===== config.mk =====
export PLATFORM = sky130hd
export DESIGN_NAME = net_iter_monitor
export DESIGN_NICKNAME = d
export VERILOG_FILES = /design/src/rtl/net_iter_monitor.sv
export SDC_FILE = /design/constraint.sdc
export NUM_CORES = 1
export LEC_CHECK = 0
export CAP_MARGIN = 25
export CORE_MARGIN = 2
export CORE_UTILIZATION = 45
export DETAILED_ROUTE_END_ITERATION = 8
export PLACE_DENSITY = 0.84
export SYNTH_ARGS = -nofsm -noshare
export SYNTH_HDL_FRONTEND = slang
export SYNTH_SLANG_ARGS = --single-unit

===== constraint.sdc =====
create_clock -name clk -period 3.6 [get_ports clk]
set_clock_uncertainty 0.05 [all_clocks]
set_input_delay 1.08 -clock clk [delete_from_list [all_inputs] [get_ports clk]]
set_output_delay 1.08 -clock clk [all_outputs]
set_load 0.005 [all_outputs]

===== src/rtl/net_iter_monitor.sv =====
// net_iter_monitor: consumes the en00..en10 stage strobes, counts network iterations and stops the
// network on convergence, timeout or sequence error. Define NET_ITER_SEQCHK_EN for full strobe order checking.
module net_iter_monitor #(
    parameter int DW       = 16,
    parameter int ITER_W   = 16,
    parameter int MAX_ITER = 1000,
    parameter int TOL      = 4,
    parameter int STABLE_N = 8
) (
    input  logic                 clk,
    input  logic                 reset,
    input  logic                 start,
    input  logic [10:0]          en_bus,
    input  logic signed [DW-1:0] x_in,
    output logic                 run_n,
    output logic                 busy,
    output logic                 converged,
    output logic                 timeout,
    output logic                 seq_err,
    output logic [ITER_W-1:0]    iter_cnt,
    output logic signed [DW-1:0] x_out
);
    localparam int                SW    = $clog2(STABLE_N + 1);
    localparam logic [DW:0]       TOL_V = (DW+1)'(TOL);
    localparam logic [ITER_W-1:0] MAX_V = ITER_W'(MAX_ITER);
    localparam logic [SW-1:0]     STB_V = SW'(STABLE_N);

    typedef enum logic [1:0] {IDLE, RUN, DONE, ERR} state_t;

    // Difference is taken one bit wider so full-scale swings cannot wrap into a small value.
    function automatic logic within_tol(input logic signed [DW-1:0] a,
                                        input logic signed [DW-1:0] b);
        logic signed [DW:0] d;
        logic [DW:0]        mag;
        d   = {a[DW-1], a} - {b[DW-1], b};
        mag = d[DW] ? $unsigned(-d) : $unsigned(d);
        return mag <= TOL_V;
    endfunction

    function automatic logic [ITER_W-1:0] sat_inc(input logic [ITER_W-1:0] c);
        return (&c) ? c : c + 1'b1;
    endfunction

    state_t               state;
    logic                 samp_p1;
    logic                 first_smp;
    logic                 err_flag;
    logic signed [DW-1:0] x_prev;
    logic [SW-1:0]        stable_cnt;
    logic [SW-1:0]        stable_nxt;
    logic [ITER_W-1:0]    iter_nxt;
    logic                 seq_bad;
    logic                 en00_hit;

`ifdef NET_ITER_SEQCHK_EN
    logic [10:0] low;
    logic [3:0]  exp_stg;
    logic [3:0]  strobe_stg;
    logic [3:0]  last_stg;
    logic        seen_vld;
    logic        one_low;
    logic        multi_low;
    logic        advance;

    function automatic logic [3:0] stage_of(input logic [10:0] l);
        logic [3:0] s;
        s = '0;
        for (int i = 0; i < 11; i++)
            if (l[i]) s = 4'(10 - i);
        return s;
    endfunction

    assign low        = ~en_bus;
    assign one_low    = (low != '0) && ((low & (low - 11'd1)) == '0);
    assign multi_low  = (low != '0) && !one_low;
    assign strobe_stg = stage_of(low);
    assign last_stg   = (exp_stg == 4'd0) ? 4'd10 : exp_stg - 4'd1;
    assign advance    = one_low && (strobe_stg == exp_stg);
    // Re-asserting the stage just seen is tolerated; anything else out of order is an error.
    assign seq_bad    = multi_low ||
                        (one_low && !advance && !(seen_vld && (strobe_stg == last_stg)));
    assign en00_hit   = one_low && (strobe_stg == 4'd0) && !seq_bad;
`else
    logic unused_stg;
    assign unused_stg = ^en_bus[9:0];
    assign seq_bad    = 1'b0;
    assign en00_hit   = !en_bus[10];
`endif

    assign iter_nxt   = sat_inc(iter_cnt);
    assign stable_nxt = (first_smp || !within_tol(x_in, x_prev)) ? '0 : stable_cnt + 1'b1;
    assign seq_err    = err_flag;

    always_ff @(posedge clk or negedge reset) begin
        if (!reset) begin
            state      <= IDLE;
            run_n      <= 1'b1;
            busy       <= 1'b0;
            converged  <= 1'b0;
            timeout    <= 1'b0;
            err_flag   <= 1'b0;
            iter_cnt   <= '0;
            x_out      <= '0;
            x_prev     <= '0;
            stable_cnt <= '0;
            first_smp  <= 1'b0;
            samp_p1    <= 1'b0;
`ifdef NET_ITER_SEQCHK_EN
            exp_stg    <= '0;
            seen_vld   <= 1'b0;
`endif
        end else begin
            unique case (state)
                RUN: begin
                    if (seq_bad) begin
                        state    <= ERR;
                        err_flag <= 1'b1;
                        run_n    <= 1'b1;
                        busy     <= 1'b0;
                        samp_p1  <= 1'b0;
                    end else begin
                        // en00 seen this cycle: integrator output is sampled next cycle
                        samp_p1 <= en00_hit;
`ifdef NET_ITER_SEQCHK_EN
                        if (advance) begin
                            exp_stg  <= (exp_stg == 4'd10) ? 4'd0 : exp_stg + 4'd1;
                            seen_vld <= 1'b1;
                        end
`endif
                        if (samp_p1) begin
                            iter_cnt   <= iter_nxt;
                            x_prev     <= x_in;
                            x_out      <= x_in;
                            first_smp  <= 1'b0;
                            stable_cnt <= stable_nxt;
                            if (stable_nxt >= STB_V) begin
                                converged <= 1'b1;
                                state     <= DONE;
                                run_n     <= 1'b1;
                                busy      <= 1'b0;
                            end else if (iter_nxt >= MAX_V) begin
                                timeout <= 1'b1;
                                state   <= DONE;
                                run_n   <= 1'b1;
                                busy    <= 1'b0;
                            end
                        end
                    end
                end
                default: begin
                    if (start) begin
                        state      <= RUN;
                        run_n      <= 1'b0;
                        busy       <= 1'b1;
                        converged  <= 1'b0;
                        timeout    <= 1'b0;
                        err_flag   <= 1'b0;
                        iter_cnt   <= '0;
                        stable_cnt <= '0;
                        first_smp  <= 1'b1;
                        samp_p1    <= 1'b0;
`ifdef NET_ITER_SEQCHK_EN
                        exp_stg    <= '0;
                        seen_vld   <= 1'b0;
`endif
                    end
                end
            endcase
        end
    end
endmodule


==> reports/metrics.cfg <==
[drt]
viasPerCell=6.25
post_drt_wl_per_cell_um=18.4
drt-pass1-iter-count=5
via_count=4240
wl_um=12500
drtIter0Drc=294
drc=0
ant_nets=0

[global_route]
grt_max_degree=44
grt_antenna_before_repair=0
grtUsageTotal_pct=27.0
grt.overflow.total=0
first_global_vias=4220
grt_pass1_wl_um=19200

[sta]
slew_headroom_pct=47.6
worst_pin_slew_ps=783
max_freq_mhz=232
timing.final.crit_share_pct=120
fin_crit_ps=4310
drv_slew=0
rsz0062_at_grt=yes
hold_viol=0
worst_slack_ps=-714
finalSetupViolations=9

[power]
p_int_mw=2.76
switchingPower_mw=2.49
p_comb_share_pct=78.2
p_seq_share_pct=13.7
p_per_area_nw_per_um2=963
clkPwrFrac_pct=8.1
vdd_drop_max_mv=0.385
swShare_pct=47.4
p_leak_nw=2.32
power_mw=5.25

[synthesis]
yosysWarningCount=0
synth_cells=442
syn_area_per_cell_um2=8.16
synth_cell_types=75
ys.flop_type=dfrtp_1
synth-edff-count=0
async_flop_share_pct=100
synth_seq_area_share_pct=29.9
synth-seq-cells=43
synth_nets=491
synthesis.area_um2=3600

[clock_network]
cts-root-buf=clkbuf_8
clk_pin_slew_worst_paths_ps=90
cts_tree=yes
cts_buffers=5
cts_buffer_depth=2
cts_max_level=2
insertion_delay_ps=320
cts_num_sinks=43

[critical_path]
worst_setup_path_end_kind=register
cp_top_family=compound AO/OA/AOI/OAI gates
crit_top_cell=buf_4
r2r_slack_ps=-300
cp-start-kind=primary input
critical_path_class=in -> reg
cp.required_ps=3760
path_buf_inv=6
slowest_delay_ps=580
crit_slowest_cell=or4_4
crit_path_cell_trace=buf_8, inv_12, ha_4, inv_2, fa_2, a211oi_4, buf_6, o21bai_1, o211ai_2, buf_4, o22ai_4, buf_4, nor3_1, o21ai_0, o21ai_1, nand4_2, or4_4, a22o_1
path_max_fanout=8
arrival_ps=4480

[placed_design]
hpwl_um=7650
gp_routability_congestion=0.926
dp_slack_ps=-1410
dp_cells=654
port_buffers=55

[job]
maxCapViolCount=0

[run_status]
violations=setup timing
outcome=finished with violations

[final_layout]
final_util_pct=70.6
layout_common_cells=buf_4 (80), nand2_1 (47), clkdlybuf4s50_1 (44)
n_fill_cell=521
final_common_cell=buf_4
drive_above_1_share_pct=30.2
fin_cells=678
diodes=0
area_growth_pct=51.3
nets=624

[floorplanning]
fp.coreArea_um2=7730
io_pins=67
dieArea_um2=8740
start_util_pct=46.6
die_width_um=93.5
die_y_um=93.5
core.rowCount=32

[min_path]
worstHoldPathType=reg -> reg

## state kept, by name, indices dropped and copies added, names as in the netlist, 2 cells and up
signal and count:
iter_cnt 16, stable_cnt 4, state 2, x_prev 16
## through the flow
step           hold slack [ps]  TNS [ps]  instance area (um2)
4_1_cts                    449     -4980                 5260
3_5_place_dp               426    -12390                 4840
5_1_grt                    476     -7000                 5450
3_3_place_gp               411    -11370                 4840
6_report                   451     -5690                 5450
2_1_floorplan              398     -3820                 3700
## what timing repair did
| item | 4_1_cts | 5_1_grt |
|---|---|---|
| gates resized for setup | 48 | 35 |
| cloned | 0 | 0 |
| hold buffers | 0 | 0 |
| setup buffers | 12 | 3 |
| pin swaps | 31 | 19 |
| setup endpoints to repair | 9 | 9 |
## logic make-up (layout without fill, tap and decap cells)
logic type | Yosys count | after routing | synth area share, %
XOR/XNOR | 12 | 12 | 2.92
multiplexers | 7 | 7 | 2.01
AND/OR/NAND/NOR | 175 | 175 | 25.2
flip-flops | 43 | 43 | 29.9
AO/OA/AOI/OAI | 143 | 143 | 28.3
other | 1 | 1 | 0.104
buffers and inverters | 42 | 176 | 4.76
adder cells (fa/ha/maj) | 19 | 19 | 6.80
## metal layers
metal	GRT usage (%)	part of all wire (%)
met1	30.6	39
met2	49.4	50
met3	4.67	6.4
met4	11.8	4.9
met5	0	0
## worst paths after layout
check / to / from / depth (start not counted)
setup / recovery: timeout$_DFFE_PN0P_ / x_in[0] / 18
hold / removal: converged$_DFFE_PN0P_ / converged$_DFFE_PN0P_ / 2
setup reg to reg: timeout$_DFFE_PN0P_ / x_prev[1]$_DFFE_PN0P_ / 14
hold reg to reg: converged$_DFFE_PN0P_ / converged$_DFFE_PN0P_ / 2
max in group asynchronous: run_n$_DFFE_PN1P_ / reset / 2
min in group asynchronous: x_prev[9]$_DFFE_PN0P_ / reset / 1
## layout make-up
class                   instances  area (um2)  area share, %
well taps                     102         128           2.34
clock buffers                   6        82.6           1.51
clock inverters                 2        38.8          0.711
repair buffers                145        1250           23.0
inverters                      23        98.8           1.81
multi-input cells             357        2780           50.9
flip-flops and latches         43        1080           19.8
## worst register-to-register path, cell delays in order, from the launching register on
cell and delay, ps:
dfrtp_1 400, inv_1 130, ha_1 260, nor2b_1 200, o21a_1 230, buf_4 150
buf_4 130, o21ai_0 290, o211ai_1 290, a21oi_1 310, mux2i_2 160, a2111oi_4 250
nand4_2 160, or4_4 580, a22o_1 200
## power groups by stage
stage	Sequential (mW)	Clock, mW	Combinational, mW
detailed placement	0.719	0	3.19
global route	0.735	0.445	4.34
floorplan	0.724	0	1.86
CTS	0.714	0.428	3.57
finish	0.721	0.426	4.10
global placement	0.717	0	3.07
## Yosys cell counts, drive strengths merged, types with 5 or more instances
master  instances  area (um2)
a31oi           6        37.5
xor2            6        52.6
xnor2           6        52.6
o211ai          5        42.5
nand2b          9        56.3
clkbuf         15        56.3
mux2i           5        50.1
ha             18         225
a211oi          6        62.6
a21oi          21         105
nor2b           6        45.0
a22o            5        43.8
dfrtp          42        1050
and3            7        45.1
or3             6        42.5
nor3            6        30.0
nand2          50         188
nor2           33         124
and2            8        50.1
o21ai          53         269
inv            23        86.3
nand3          20         100
nand4          11        75.1
Power figures use the tool's default switching activity.
